File: src/rtl/lsu_pkg.sv
// Shared definitions for the load/store unit: RISC-V width codes, FSM state
// encoding and the request legality check.
package lsu_pkg;

   localparam logic [2:0] F3_B  = 3'b000;
   localparam logic [2:0] F3_H  = 3'b001;
   localparam logic [2:0] F3_W  = 3'b010;
   localparam logic [2:0] F3_BU = 3'b100;
   localparam logic [2:0] F3_HU = 3'b101;

   typedef enum logic [1:0] {
      S_IDLE  = 2'd0,
      S_READ  = 2'd1,
      S_WRITE = 2'd2,
      S_RESP  = 2'd3
   } lsu_state_t;

   // Stores only know B/H/W; the unsigned codes are load-only.
   function automatic logic lsu_req_error(input logic        wr,
                                          input logic [2:0]  f3,
                                          input logic [31:0] addr,
                                          input logic [31:0] mem_bytes);
      logic legal;
      logic misaligned;
      if (wr) legal = (f3 == F3_B) || (f3 == F3_H) || (f3 == F3_W);
      else    legal = (f3 == F3_B) || (f3 == F3_H) || (f3 == F3_W) ||
                      (f3 == F3_BU) || (f3 == F3_HU);
      misaligned = ((f3[1:0] == 2'b01) && addr[0]) ||
                   ((f3[1:0] == 2'b10) && (addr[1:0] != 2'b00));
      return !legal || misaligned || (addr >= mem_bytes);
   endfunction

endpackage

File: src/rtl/lsu_align.sv
// Combinational data alignment: load lane extraction with sign/zero extension
// and read-modify-write merge of byte/halfword stores into a memory word.
module lsu_align
   import lsu_pkg::*;
(
   input  logic [2:0]  funct3_i,
   input  logic [1:0]  offset_i,
   input  logic [31:0] load_word_i,
   input  logic [31:0] store_word_i,
   input  logic [31:0] wdata_i,
   output logic [31:0] load_data_o,
   output logic [31:0] store_data_o
);

   logic [31:0] shifted;

   always_comb begin
      shifted     = load_word_i >> {offset_i, 3'b000};
      load_data_o = 32'd0;
      case (funct3_i)
         F3_B:    load_data_o = {{24{shifted[7]}}, shifted[7:0]};
         F3_BU:   load_data_o = {24'd0, shifted[7:0]};
         F3_H:    load_data_o = {{16{shifted[15]}}, shifted[15:0]};
         F3_HU:   load_data_o = {16'd0, shifted[15:0]};
         F3_W:    load_data_o = load_word_i;
         default: load_data_o = 32'd0;
      endcase
   end

   always_comb begin
      store_data_o = store_word_i;
      case (funct3_i)
         F3_B:    store_data_o[{offset_i, 3'b000} +: 8]       = wdata_i[7:0];
         F3_H:    store_data_o[{offset_i[1], 4'b0000} +: 16]  = wdata_i[15:0];
         F3_W:    store_data_o = wdata_i;
         default: store_data_o = store_word_i;
      endcase
   end

endmodule

File: src/rtl/load_store_unit.sv
// Single-outstanding load/store unit between a CPU request port and a word
// memory with combinational read data; sub-word stores use read-modify-write.
module load_store_unit
   import lsu_pkg::*;
#(
   parameter int MEM_BYTES = 256
) (
   input  logic        clk,
   input  logic        reset,
   input  logic        req_valid,
   output logic        req_ready,
   input  logic        req_write,
   input  logic [2:0]  req_funct3,
   input  logic [31:0] req_addr,
   input  logic [31:0] req_wdata,
   output logic        resp_valid,
   output logic [31:0] resp_rdata,
   output logic        resp_error,
   output logic [31:0] mem_address,
   output logic [31:0] mem_write_data,
   output logic        mem_read,
   output logic        mem_write,
   input  logic [31:0] mem_read_data,
   output logic [1:0]  dbg_state
);

   lsu_state_t  state_q;
   logic        write_q;
   logic [2:0]  funct3_q;
   logic [31:0] addr_q;
   logic [31:0] wdata_q;
   logic [31:0] rdata_q;
   logic [31:0] resp_rdata_q;
   logic        resp_error_q;

   logic        req_err_d;
   logic [31:0] load_data;
   logic [31:0] store_data;

   assign req_err_d = lsu_req_error(req_write, req_funct3, req_addr, 32'(MEM_BYTES));

   lsu_align u_align (
      .funct3_i     (funct3_q),
      .offset_i     (addr_q[1:0]),
      .load_word_i  (mem_read_data),
      .store_word_i (rdata_q),
      .wdata_i      (wdata_q),
      .load_data_o  (load_data),
      .store_data_o (store_data)
   );

   // req_valid/req_ready: a request transfers on the rising edge where both are
   // high; req_ready is high only in IDLE. The response is a one-cycle
   // resp_valid pulse with no ready, so the consumer must take it when it comes.
   always_ff @(posedge clk or negedge reset) begin
      if (!reset) begin
         state_q      <= S_IDLE;
         write_q      <= 1'b0;
         funct3_q     <= 3'd0;
         addr_q       <= 32'd0;
         wdata_q      <= 32'd0;
         rdata_q      <= 32'd0;
         resp_rdata_q <= 32'd0;
         resp_error_q <= 1'b0;
      end else begin
         case (state_q)
            S_IDLE: begin
               if (req_valid) begin
                  write_q      <= req_write;
                  funct3_q     <= req_funct3;
                  addr_q       <= req_addr;
                  wdata_q      <= req_wdata;
                  resp_rdata_q <= 32'd0;
                  resp_error_q <= req_err_d;
                  if (req_err_d)                               state_q <= S_RESP;
                  else if (req_write && (req_funct3 == F3_W))  state_q <= S_WRITE;
                  else                                         state_q <= S_READ;
               end
            end
            S_READ: begin
               rdata_q <= mem_read_data;
               if (write_q) begin
                  state_q <= S_WRITE;
               end else begin
                  resp_rdata_q <= load_data;
                  state_q      <= S_RESP;
               end
            end
            S_WRITE: state_q <= S_RESP;
            default: state_q <= S_IDLE;
         endcase
      end
   end

   assign req_ready      = (state_q == S_IDLE);
   assign resp_valid     = (state_q == S_RESP);
   assign resp_rdata     = resp_rdata_q;
   assign resp_error     = resp_error_q;
   assign mem_read       = (state_q == S_READ);
   assign mem_write      = (state_q == S_WRITE);
   assign mem_address    = {addr_q[31:2], 2'b00};
   assign mem_write_data = store_data;
   assign dbg_state      = state_q;

endmodule

File: config.mk
export PLATFORM = sky130hd
export DESIGN_NAME = load_store_unit
export DESIGN_NICKNAME = d
export VERILOG_FILES = /design/src/rtl/lsu_pkg.sv /design/src/rtl/lsu_align.sv /design/src/rtl/load_store_unit.sv
export SDC_FILE = /design/constraint.sdc
export NUM_CORES = 1
export LEC_CHECK = 0
export BUFFER_PORTS_ARGS = -buffer_cell sky130_fd_sc_hd__buf_2
export CORE_ASPECT_RATIO = 0.6
export CORE_MARGIN = 2
export CORE_UTILIZATION = 42
export DETAILED_ROUTE_END_ITERATION = 7
export PLACE_DENSITY = 0.76
export SYNTH_ARGS = -nofsm -noshare
export SYNTH_HDL_FRONTEND = slang
export SYNTH_SLANG_ARGS = --single-unit
File: constraint.sdc
create_clock -name clk -period 3.89 [get_ports clk]
set_input_delay 0.778 -clock clk [delete_from_list [all_inputs] [get_ports clk]]
set_output_delay 0.778 -clock clk [all_outputs]
set_load 0.02 [all_outputs]
==> flow_metrics.tcl <==
set metrics [dict create \
    vias 5477 \
    buffer_ports.inserted 203 \
    syn_inst 568 \
    synth_cell_type_count 53 \
    hold_path.class "input pin to asynchronous set/reset pin" \
    seq_area_frac_synth_pct 49.2 \
    postPlaceCellArea_um2 7850 \
    gr-total-overflow 0 \
    cap_violations 0 \
    final.setup_skew_ns 0.00990 \
    fillerInstances 1426 \
    placement.setup.worst_slack_ns 0.909 \
    postSynth.topFlopCell "sky130_fd_sc_hd__dfrtp_1" \
    final_hold_viol_count 0 \
    leakage_power_total_nw 3.93 \
    yosys_warnings 0 \
    final_core_util_pct 52.3 \
    maxSlewViolCount 0 \
    finalCritPeriodShare_pct 90.3 \
    max_clock_freq_mhz 285 \
    required_ns 3.11 \
    grt_max_degree 63 \
    critical_path_buffers_and_inverters 1 \
    cp_startpoint_kind "flop" \
    routed_wirelength_mm 20.6 \
    cts_setup_buffers 0 \
    fp.dieArea_um2 17400 \
    mean_instance_size_in_the_synthesized_netlist_um2 12.1 \
    boundaryPins 206 \
    outcome "finished clean" \
    ordered_cell_list_for_the_critical_path "nor4bb_2, nor2_1, o21ai_2, a22o_1, buf_2" \
    routedWlPerCell_um 21.5 \
    cts_hold_repair.buffers 0 \
    die_y_um 103 \
    power.ir.vdd_worst_uv 546 \
    yosys_register_bits 135 \
    commonest_non_fill_non_tap_cell_in_the_layout "sky130_fd_sc_hd__buf_2" \
    timing.slew.headroom_pct 36.8 \
    area_of_all_placed_cells_without_fillers_um2 8440 \
    endpoint_kind "output port" \
    htree_num_levels 4 \
    rsz0062_at_grt "no" \
    grt_antenna_before_repair 1 \
    multi_input_comb_area_um2 3060 \
    grt_usage_pct 24.2 \
    insertedDiodeCount 0 \
    final_layout_size_suffix_gt1_share_pct 48.7 \
    cts.reportedPaths.clkPinSlew_ns 0.07 \
    first_pass_iters 7 \
    horizontal_extent_of_the_die_um 169 \
    timing.critical_path.arrival_ns 2.73 \
    async_reset_ff_share_pct 100 \
    min_period_ns 3.51 \
    ant_nets 0 \
    number_of_global_route_vias_before_repair 5215 \
    critPathSlowestCell "sky130_fd_sc_hd__nor4bb_2" \
    finalWeightedCongestion 0.890 \
    max_slew.worst_pin.slew_ns 0.934 \
    synth_enable_flop_cells 0 \
    drt_iter0_drc 582 \
    path_delay_family "simple AND/OR/NAND/NOR gates" \
    cts-root-to-sink-buffers 2 \
    grt_pass1_wl_mm 31.3 \
    critPathMaxFanout 13 \
    cpPeakStageDelay_ns 0.90 \
    coreArea_um2 16100 \
    drc 0 \
    root_buf_cell "sky130_fd_sc_hd__clkbuf_16" \
    initial_core_util_pct 42.6 \
    finalSetupViolCount 0 \
    cts_repair_resize_count 0 \
    register_area_um2 3380 \
    nNetsFinal 846 \
    fp-row-count 36 \
    clk-insertion-delay-late_ns 0.42 \
    cts_num_sinks 135 \
    timing_worst_setup_path_type "flop to output port" \
    cts_inserted_buffers 17 \
    mostFrequentLayoutCells "sky130_fd_sc_hd__buf_2, sky130_fd_sc_hd__dfrtp_1, sky130_fd_sc_hd__mux2_2" \
    tritoncts "yes" \
    hpwl_mm 15.6 \
    final.setup.tns_ns 0 \
    power_per_cell_area_nw_per_um2 1020 \
    route.detailed.vias_per_inst 5.73 \
    area_delta_synth_final_pct 23.0 \
    post_synth_instance_area_um2 6860 \
    worst_slack_ns 0.378 \
]
[report_power, final]
part / switching, mW / total [mW] / internal [mW]
clock: 0.687 / 1.59 / 0.906
sequential: 0.627 / 2.74 / 2.11
combinational: 2.46 / 4.27 / 1.81
[metrics by stage]
| step | hold WS (ns) | std cells | total power, mW |
|---|---|---|---|
| 5_1_grt | 0.492 | 956 | 9.08 |
| 3_3_place_gp | 0.475 | 924 | 6.89 |
| 2_1_floorplan | 0.472 | 569 | 5.74 |
| 6_report | 0.435 | 956 | 8.60 |
| 3_5_place_dp | 0.488 | 924 | 6.95 |
| 4_1_cts | 0.472 | 956 | 8.58 |
[metal layers]
layer	routed length, um	share of wire [%]	vias to the layer above	track usage [%]
met5	13	0.063	-	0
met4	257	1.2	2	6.57
met1	9810	48	2713	35.7
met3	1970	9.6	21	7.56
li1	-	-	2456	-
met2	8520	41	285	34.3
[cells in the mapped netlist, types with 2 or more instances]
cell type / instances / area (um^2)
sky130_fd_sc_hd__a31oi_1: 2 / 12.5
sky130_fd_sc_hd__a21o_1: 2 / 15.0
sky130_fd_sc_hd__mux2i_1: 8 / 80.1
sky130_fd_sc_hd__buf_4: 38 / 285
sky130_fd_sc_hd__nand2_1: 3 / 11.3
sky130_fd_sc_hd__nor2_2: 2 / 12.5
sky130_fd_sc_hd__and2_1: 15 / 93.8
sky130_fd_sc_hd__buf_1: 4 / 15.0
sky130_fd_sc_hd__clkbuf_1: 15 / 56.3
sky130_fd_sc_hd__a21oi_2: 2 / 17.5
sky130_fd_sc_hd__nor2b_1: 26 / 163
sky130_fd_sc_hd__o21ai_2: 2 / 17.5
sky130_fd_sc_hd__nand2b_1: 4 / 25.0
sky130_fd_sc_hd__a22oi_1: 8 / 60.1
sky130_fd_sc_hd__nor4bb_1: 3 / 30.0
sky130_fd_sc_hd__a221o_1: 25 / 250
sky130_fd_sc_hd__a22o_1: 8 / 70.1
sky130_fd_sc_hd__mux4_2: 2 / 45.0
sky130_fd_sc_hd__nand3_1: 2 / 10.0
sky130_fd_sc_hd__o21a_1: 3 / 22.5
sky130_fd_sc_hd__ha_1: 9 / 113
sky130_fd_sc_hd__o21ai_1: 5 / 25.0
sky130_fd_sc_hd__a21oi_1: 27 / 135
sky130_fd_sc_hd__mux2_2: 100 / 1130
sky130_fd_sc_hd__nor3_1: 2 / 10.0
sky130_fd_sc_hd__a222oi_1: 16 / 160
sky130_fd_sc_hd__a221oi_1: 8 / 70.1
sky130_fd_sc_hd__dfrtp_1: 135 / 3380
sky130_fd_sc_hd__buf_2: 12 / 60.1
sky130_fd_sc_hd__a211oi_1: 9 / 67.6
sky130_fd_sc_hd__inv_1: 4 / 15.0
sky130_fd_sc_hd__o31ai_1: 7 / 52.6
sky130_fd_sc_hd__nor4_1: 6 / 37.5
sky130_fd_sc_hd__o21ai_0: 23 / 115
sky130_fd_sc_hd__nor2_1: 13 / 48.8
[path summary, 6_finish.rpt]
kind	slack, ns	start	cells after the start	to
max	0.38	funct3_q[0]	5	mem_write_data[4]
min	0.43	reset	1	addr_q[3]
max reg2reg	1.58	dbg_state[0]	5	wdata_q[25]
min reg2reg	0.50	addr_q[5]	1	addr_q[5]
max in group asynchronous	2.60	reset	2	rdata_q[3]
min in group clk	0.50	addr_q[5]	1	addr_q[5]
[final cells by class]
class / instances / area share [%]
Clock inverter: 15 / 1.90
Multi-Input combinational cell: 360 / 36.2
Timing Repair Buffer: 216 / 13.5
Sequential cell: 135 / 40.0
Inverter: 4 / 0.178
Tap cell: 209 / 3.10
Clock buffer: 17 / 5.04
[flip-flops by register name (all words and copies together) (netlist names)]
register / count
rdata_q: 32
funct3_q: 3
dbg_state: 2
resp_error: 1
addr_q: 32
resp_rdata: 32
write_q: 1
wdata_q: 32
[logic make-up after synthesis]
group	after synthesis	share of synthesized area, %
adders and majority gates	9	1.64
AOI/OAI and AO/OA	151	16.5
buffers and inverters	74	6.45
other	1	0.0546
muxes	110	18.2
DFF	135	49.2
and+or+nand+nor	88	7.89
No activity file was read; power rests on OpenSTA's default activity.
